$ cat src/rtl/hilo_muldiv.sv
`default_nettype none
// ============================================================================
//  Module      : hilo_muldiv
//  Description : HI/LO register pair with an iterative shift-add multiplier
//                and restoring divider (MULT/MULTU/DIV/DIVU, W+1 cycles),
//                plus single-cycle MTHI/MTLO writes.
//  Revision    : 1.0  initial release
// ============================================================================
module hilo_muldiv #(
    parameter int W = 32
) (
    input  logic         clk,
    input  logic         rst,
    input  logic         start,
    input  logic [2:0]   op,
    input  logic [W-1:0] a,
    input  logic [W-1:0] b,
    input  logic         cancel,
    output logic         busy,
    output logic         done,
    output logic [W-1:0] hi_q,
    output logic [W-1:0] lo_q
);

    localparam int             CW       = $clog2(W);
    localparam logic [CW-1:0]  c_last   = CW'(W - 1);
    localparam logic [2:0]     c_op_mthi = 3'd4;
    localparam logic [2:0]     c_op_mtlo = 3'd5;

    typedef enum logic [1:0] {
        S_IDLE = 2'd0,
        S_RUN  = 2'd1,
        S_FIN  = 2'd2
    } state_t;

    state_t          r_state;
    state_t          w_state_nxt;

    logic [W-1:0]    r_ma;        // |a|; shifts left (dividend bits) when dividing
    logic [W-1:0]    r_mb;        // |b|; shifts right (multiplier bits) when multiplying
    logic [2*W-1:0]  r_acc;       // product, or {remainder, quotient}
    logic [CW-1:0]   r_cnt;
    logic            r_is_div;
    logic            r_neg_q;     // result / quotient must be negated
    logic            r_neg_r;     // remainder takes the dividend sign
    logic            r_bzero;
    logic            r_done;
    logic [W-1:0]    r_hi;
    logic [W-1:0]    r_lo;

    logic            w_idle;
    logic            w_accept;
    logic            w_mthi;
    logic            w_mtlo;
    logic            w_sign_a;
    logic            w_sign_b;
    logic [W-1:0]    w_mag_a;
    logic [W-1:0]    w_mag_b;
    logic [W:0]      w_mul_sum;
    logic [2*W-1:0]  w_mul_nxt;
    logic [W:0]      w_div_shift;
    logic [W:0]      w_div_diff;
    logic            w_div_qbit;
    logic [W-1:0]    w_div_rem;
    logic [2*W-1:0]  w_div_nxt;
    logic [2*W-1:0]  w_prod;
    logic [W-1:0]    w_res_hi;
    logic [W-1:0]    w_res_lo;

    assign w_idle   = (r_state == S_IDLE);
    // MTHI/MTLO and mul/div requests are all blocked while busy or flushing
    assign w_accept = start & ~cancel & w_idle & ~op[2];
    assign w_mthi   = start & ~cancel & w_idle & (op == c_op_mthi);
    assign w_mtlo   = start & ~cancel & w_idle & (op == c_op_mtlo);

    // Signed ops are the even opcodes (MULT=0, DIV=2)
    assign w_sign_a = ~op[0] & a[W-1];
    assign w_sign_b = ~op[0] & b[W-1];
    assign w_mag_a  = w_sign_a ? -a : a;
    assign w_mag_b  = w_sign_b ? -b : b;

    // Shift-add step: add |a| into the upper half when the current multiplier
    // bit is set, then shift the whole accumulator right by one.
    assign w_mul_sum = {1'b0, r_acc[2*W-1:W]} + (r_mb[0] ? {1'b0, r_ma} : '0);
    assign w_mul_nxt = {w_mul_sum, r_acc[W-1:1]};

    // Restoring step: bring in the next dividend bit, trial-subtract |b|,
    // keep the difference only when it did not borrow.
    assign w_div_shift = {r_acc[2*W-1:W], r_ma[W-1]};
    assign w_div_diff  = w_div_shift - {1'b0, r_mb};
    assign w_div_qbit  = ~w_div_diff[W];
    assign w_div_rem   = w_div_qbit ? w_div_diff[W-1:0] : w_div_shift[W-1:0];
    assign w_div_nxt   = {w_div_rem, r_acc[W-2:0], w_div_qbit};

    // Sign fix-up applied on the write edge. With b=0 the remainder path
    // naturally ends holding |a|, so HI comes back as the original a.
    assign w_prod = r_neg_q ? -r_acc : r_acc;

    // Select the final HI/LO values for the operation in flight
    always_comb begin
        w_res_hi = w_prod[2*W-1:W];
        w_res_lo = w_prod[W-1:0];
        if (r_is_div) begin
            w_res_hi = r_neg_r ? -r_acc[2*W-1:W] : r_acc[2*W-1:W];
            if (r_bzero) begin
                w_res_lo = '1;
            end else begin
                w_res_lo = r_neg_q ? -r_acc[W-1:0] : r_acc[W-1:0];
            end
        end
    end

    // State register
    always_ff @(posedge clk) begin
        if (rst) begin
            r_state <= S_IDLE;
        end else begin
            r_state <= w_state_nxt;
        end
    end

    // Next-state logic; a flush always returns the engine to IDLE
    always_comb begin
        w_state_nxt = r_state;
        case (r_state)
            S_IDLE:  if (w_accept) w_state_nxt = S_RUN;
            S_RUN:   if (r_cnt == c_last) w_state_nxt = S_FIN;
            S_FIN:   w_state_nxt = S_IDLE;
            default: w_state_nxt = S_IDLE;
        endcase
        if (cancel) begin
            w_state_nxt = S_IDLE;
        end
    end

    // Datapath: operand latch, iteration, HI/LO writes and done pulse
    always_ff @(posedge clk) begin
        if (rst) begin
            r_ma     <= '0;
            r_mb     <= '0;
            r_acc    <= '0;
            r_cnt    <= '0;
            r_is_div <= 1'b0;
            r_neg_q  <= 1'b0;
            r_neg_r  <= 1'b0;
            r_bzero  <= 1'b0;
            r_done   <= 1'b0;
            r_hi     <= '0;
            r_lo     <= '0;
        end else begin
            r_done <= (r_state == S_FIN) & ~cancel;

            if (w_accept) begin
                r_ma     <= w_mag_a;
                r_mb     <= w_mag_b;
                r_acc    <= '0;
                r_cnt    <= '0;
                r_is_div <= op[1];
                r_neg_q  <= w_sign_a ^ w_sign_b;
                r_neg_r  <= w_sign_a;
                r_bzero  <= (b == '0);
            end else if (r_state == S_RUN) begin
                r_cnt <= r_cnt + CW'(1);
                if (r_is_div) begin
                    r_acc <= w_div_nxt;
                    r_ma  <= {r_ma[W-2:0], 1'b0};
                end else begin
                    r_acc <= w_mul_nxt;
                    r_mb  <= {1'b0, r_mb[W-1:1]};
                end
            end

            if ((r_state == S_FIN) && !cancel) begin
                r_hi <= w_res_hi;
                r_lo <= w_res_lo;
            end
            if (w_mthi) begin
                r_hi <= a;
            end
            if (w_mtlo) begin
                r_lo <= a;
            end
        end
    end

    assign busy = ~w_idle;
    assign done = r_done;
    assign hi_q = r_hi;
    assign lo_q = r_lo;

endmodule
`default_nettype wire

$ cat config.mk
export PLATFORM = sky130hd
export DESIGN_NAME = hilo_muldiv
export DESIGN_NICKNAME = d
export VERILOG_FILES = /design/src/rtl/hilo_muldiv.sv
export SDC_FILE = /design/constraint.sdc
export NUM_CORES = 1
export LEC_CHECK = 0
export BUFFER_PORTS_ARGS = -buffer_cell sky130_fd_sc_hd__buf_4
export CELL_PAD_IN_SITES_DETAIL_PLACEMENT = 0
export CELL_PAD_IN_SITES_GLOBAL_PLACEMENT = 1
export CORE_ASPECT_RATIO = 0.75
export CORE_MARGIN = 1
export CORE_UTILIZATION = 45
export CTS_CLUSTER_SIZE = 30
export DETAILED_ROUTE_END_ITERATION = 6
export PLACE_DENSITY = 0.82
export SLEW_MARGIN = 20
export SYNTH_ARGS = -nofsm -noshare
export SYNTH_HDL_FRONTEND = slang
export SYNTH_SLANG_ARGS = --single-unit
$ cat constraint.sdc
create_clock -name clk -period 7.65 [get_ports clk]
set_clock_uncertainty 0.1 [all_clocks]
set_input_delay 0 -clock clk [delete_from_list [all_inputs] [get_ports clk]]
set_output_delay 0 -clock clk [all_outputs]
set_load 0.1 [all_outputs]
---- Word level (Yosys, flattened, before mapping) ----
Index checks and enable logic that the tools add are counted.
storage, ports and cells
  register bits after elaboration ......... 204
  output and inout bits ................... 66
  word-level logic and storage cells ...... 79
  input port bits ......................... 71
operators by class
  bitwise logic cells ..................... 14
  reductions and logical operators ........ 13
  mux-type cells .......................... 24
  equal/unequal tests ..................... 8
  $add $sub $neg .......................... 8
operators with widths
  kind                                           count
  two-way mux 32 bit                             19
  two-way mux 64 bit                             2
  negator 32 bit                                 4
  negator 64 bit                                 1
  adder 32 x 32 -> 33 bit                        1
  subtractor 33 x 32 -> 33 bit                   1
  logical NOT 32 bit                             1
  AND 1 bit                                      8
  nonzero test 2 bit                             4
  == test 3 bit, second input constant           2
  AND reduction 2 bit                            3
  adder 5 x 1 -> 5 bit, second input constant    1
  == test 5 bit, second input constant           1
  inverter 1 bit                                 5
  two-way mux 2 bit                              2
  != test 2 x 1 -> 1 bit, second input constant  2
  case mux 2 bit (2 select lines)                1
  OR reduction 2 bit                             2
  == test 2 x 1 -> 1 bit, second input constant  1
  == test 2 bit, second input constant           1
  logical NOT 2 bit                              1
  != test 2 bit, second input constant           1
  logical AND 1 bit                              1
  logical NOT 1 bit                              1
  XOR 1 bit                                      1

---- Longest topological paths before layout ----
  word-level depth ........................ 6
  depth in mapped cells ................... 15
  mapped depth without buffers ............ 13

---- Least setup slack after synthesis ----
No wires, ideal clock.
  path kind ............................... reg-to-reg
  start point ............................. register r_ma[31]
  end point ............................... register r_acc[56]
  slack ................................... 4,337 ps
  period minus slack after synthesis ...... 3,313 ps
  arrival ................................. 3,085 ps
  cell stages (with the launch flop) ...... 14
  cell sequence ........................... dfxtp_1 inv_1 ha_1 fa_1 nor2b_1 o31ai_2 a211oi_2 nor4_4 o21a_1 nor4_4 buf_6 mux2_2 a222oi_1 nor2_1
on the way
  cells in the longest elaborated chain, start to end .. 3
RTL lines
  what                          line  RTL
  start: declaration            39    logic [W-1:0] r_ma;
  start signal: assignment      154   r_ma <= w_mag_a;
  start signal: assignment      166   r_ma <= {r_ma[W-2:0], 1'b0};
  subtractor 33 x 32 -> 33 bit  90    assign w_div_diff = w_div_shift - {1'b0, r_mb};
  two-way mux 32 bit            92    assign w_div_rem = w_div_qbit ? w_div_diff[W-1:0] : w_div_shift[W-1:0];
  two-way mux 64 bit            164   if (r_is_div) begin
  end signal: assignment        165   r_acc <= w_div_nxt;
  end signal: assignment        168   r_acc <= w_mul_nxt;
  end: declaration              41    logic [2*W-1:0] r_acc;
Every way passes these cells.
A chain may end at the register's enable or synchronous reset.

---- Final worst setup path ----
  start point ............................. register r_mb[0]
  end point ............................... register r_acc[47]
on the way
  cells in the longest elaborated chain, start to end .. 3
RTL lines
  what                                                                       line    RTL
  start: declaration                                                         40      logic [W-1:0] r_mb;
  start signal: assignment                                                   155     r_mb <= w_mag_b;
  start signal: assignment                                                   169     r_mb <= {1'b0, r_mb[W-1:1]};
  subtractor 33 x 32 -> 33 bit / two-way mux 32 bit (equally long branches)  90, 84
  two-way mux 32 bit / adder 32 x 32 -> 33 bit (equally long branches)       92, 84
  two-way mux 64 bit *                                                       164
Every way passes the cells marked *; elsewhere a longest branch is shown, timed or not.

==> impl_metrics.toml <==
[outcome]
status = "finished with violations"
violations = "hold timing"

[yosys]
synth_edf_count = 0
syn_avg_cell_area_um2 = 7.50
ys_seq_area_share_pct = 26.8
syn_area_um2 = 15200
ys_seq_elements = 204
synth_cells = 2032
synth-async-reset-ratio_pct = 0
synth.distinct_cells = 72
synth-warning-count = 0
synth_fp_nets = 2176
synth_ff_type = "dfxtp_1"

[clock_tree]
path_clk_slew_ps = 60
clock_latency_ps = 540
numCtsBuffers = 25
cts_max_level = 1
cts-hold-fix-buffers = 96
cts_setup_buffers = 0
cts_tree = "built"
clk_path_buf_depth = 3
cts-resized-gates = 0
cts.sinks = 204
clock-root-buffer = "clkbuf_16"

[worst_hold_path]
hp-class = "in -> reg"
min_from = "op[2]"

[route]
dr.pass1.iters = 6
via_count = 15626
drc_errors = 0
vias_per_cell = 5.95
dr.first_iter.drc_count = 1454
postRouteAntennaNets = 0
wl_per_cell_um = 18.9
finalWirelength_um = 49500

[timing]
post-route-period-util_pct = 55.7
timing.hold.ws_ps = -1.86
slew-limit-headroom_pct = 30.2
tightest_slew_ps = 1040
hold_violations = 1
fin_tns_setup_ps = 0
period_minus_slack_ps = 4260
rsz0062_at_grt = "no"
finalSetupViolations = 0
slew_viol_final = 0
timing.fmax_mhz = 234

[setup_path]
crit_path_max_incr_delay_ps = 960
crit_family = "flip-flops"
cp.arrival_ps = 4580
cpMaxStageDelayCell = "dfxtp_1"
crit_start = "r_mb[0]"
timing.rr.start = "r_mb[0]"
path_class = "reg -> reg"
crit_fanout = 44
crit_chain = "ha_1 -> fa_1 -> nor2b_1 -> o31ai_2 -> a211oi_2 -> nor4_4 -> nor3_1 -> nor4_4 -> buf_4 -> mux2_2 -> a211oi_1 -> nor3_1"
startpoint_type = "register"
crit_path_end_kind = "register"
crit_required_ps = 7970
crit_buf_inv = 1

[cells_and_area]
antenna_cells = 0
finalNetCount = 2312
final_cells = 2626
area_growth_pct = 19.8
drive_gt1_share_pct = 11.2

[floorplan]
fp.dieW_um = 215
dieArea_um2 = 34600
dieHeight_um = 161
rows = 57
core_area_um2 = 32900
ios = 137
start_util_pct = 46.4

[grt]
grt_pass1_wl_um = 78300
grt_pass1_vias = 14379
grt_max_degree = 73
grt_overflow = 0
antenna_found_initial = 0
grt_usage_pct = 27.7

[placed_design]
dp_hpwl_um = 35400
dpl.cell_count = 2487
port_buffers = 136
gp_congestion = 0.944

[power]
leakage_uw = 0.00701
cellPowerDensity_nw_per_um2 = 165
ir_drop_v = 0.000134

[run]
cap_violations = 0
final cells by class:
type / instances / area [um^2]
clock buffers: 36 / 717
fillers: 3140 / 14600
clock inverters: 7 / 145
well taps: 442 / 553
flip-flops and latches: 204 / 4090
repair buffers: 253 / 2140
inverters: 59 / 221
multi-input cells: 1625 / 10400
report_power, final:
part	switching [uW]	internal (uW)	total [uW]	leakage [uW]
Combinational	368	251	619	0.00493
Sequential	33.0	1090	1120	0.00165
Clock	487	783	1270	0.000422
Total	888	2130	3010	0.00701
cell usage after synthesis, drive strengths merged, types with 11 or more instances:
cell type    n  share of area, %
a211oi      62               3.1
a21o        22               1.1
a21oi      172               5.6
a221oi      29               1.7
a22oi       33               1.6
a311oi      53               3.0
a31oi       21              0.86
and2        38               1.6
and3        13              0.53
buf         24              0.86
clkbuf     120               3.0
dfxtp      204                27
ha          71               5.8
inv         59               1.5
mux2i       51               3.3
nand2      250               6.2
nand2b      20              0.82
nand3       28              0.92
nor2       219               5.4
nor2b       15              0.62
nor3        44               1.6
nor4        20               1.0
o21a        11              0.54
o21ai      124               4.1
o21bai      11              0.54
o31ai       26               1.3
o41ai       13              0.85
or3         16              0.66
xnor2       81               4.7
xor2        83               4.8
cell families (layout without fill, tap and decap cells):
kind of cell | after synthesis | in the layout | synth area share, %
DFF | 204 | 204 | 26.8
AOI/OAI and AO/OA | 625 | 625 | 27.1
muxes | 60 | 60 | 4.01
xor gates and xnor gates | 164 | 164 | 9.42
buffers and inverters | 203 | 355 | 5.27
and+or+nand+nor | 703 | 703 | 21.3
adders and majority gates | 73 | 73 | 6.09
registers in the layout, summed over array words and instances (netlist names), 2 cells and up:
name     count
r_acc       64
hi_q        32
lo_q        32
r_ma        32
r_mb        32
r_cnt        5
r_state      2
routing by layer:
layer | wire length (um) | vias to the layer above | GRT usage (%) | share of wire [%]
met5 | 41 | - | 0.972 | 0.083
li1 | - | 7606 | - | -
met1 | 24000 | 7417 | 40.4 | 48
met4 | 1170 | 2 | 7.47 | 2.4
met3 | 3260 | 81 | 4.52 | 6.6
met2 | 21000 | 520 | 41.8 | 42
worst paths after layout:
path	endpoint	slack, ps	cells past startpoint
setup / recovery	r_acc[47]	3390	12
hold / removal	r_mb[20]	-2	5
hold reg to reg	r_cnt[4]	360	2
setup reg to reg	r_acc[47]	3390	12
worst min-delay path, cell delays in order:
cell and delay [ps]:
buf_4 90, nor2_2 30, buf_4 230, nor2_1 150, a211oi_1 50
cells in the final DEF (no fill, tap or decap), types with 33 or more instances in the layout:
cell type | synthesis | layout
dfxtp_1 | 204 | 203
mux2i_1 | 51 | 51
a311oi_1 | 53 | 53
and2_1 | 38 | 37
a22oi_1 | 33 | 33
nor2_1 | 219 | 216
nor3_1 | 41 | 41
dlygate4sd3_1 | 0 | 96
xnor2_1 | 81 | 81
ha_1 | 71 | 71
xor2_1 | 83 | 83
inv_1 | 59 | 59
buf_4 | 1 | 157
o21ai_0 | 117 | 117
a21oi_1 | 172 | 171
a211oi_1 | 60 | 60
nand2_1 | 248 | 248
stage by stage:
stage	utilization [%]	setup WS, ps	power [uW]	instance area (um^2)	hold slack, ps
after CTS	55.5	3380	3020	18200	3.49
final	55.5	3390	3010	18300	-1.86
after global placement	50.0	3560	1700	16400	88.5
after floorplan	-	4340	1550	15200	-23.3
after global routing	55.5	3080	3130	18300	31.1
after detailed placement	50.0	3440	1710	16400	93.4
No activity file was read; power rests on OpenSTA's default activity.
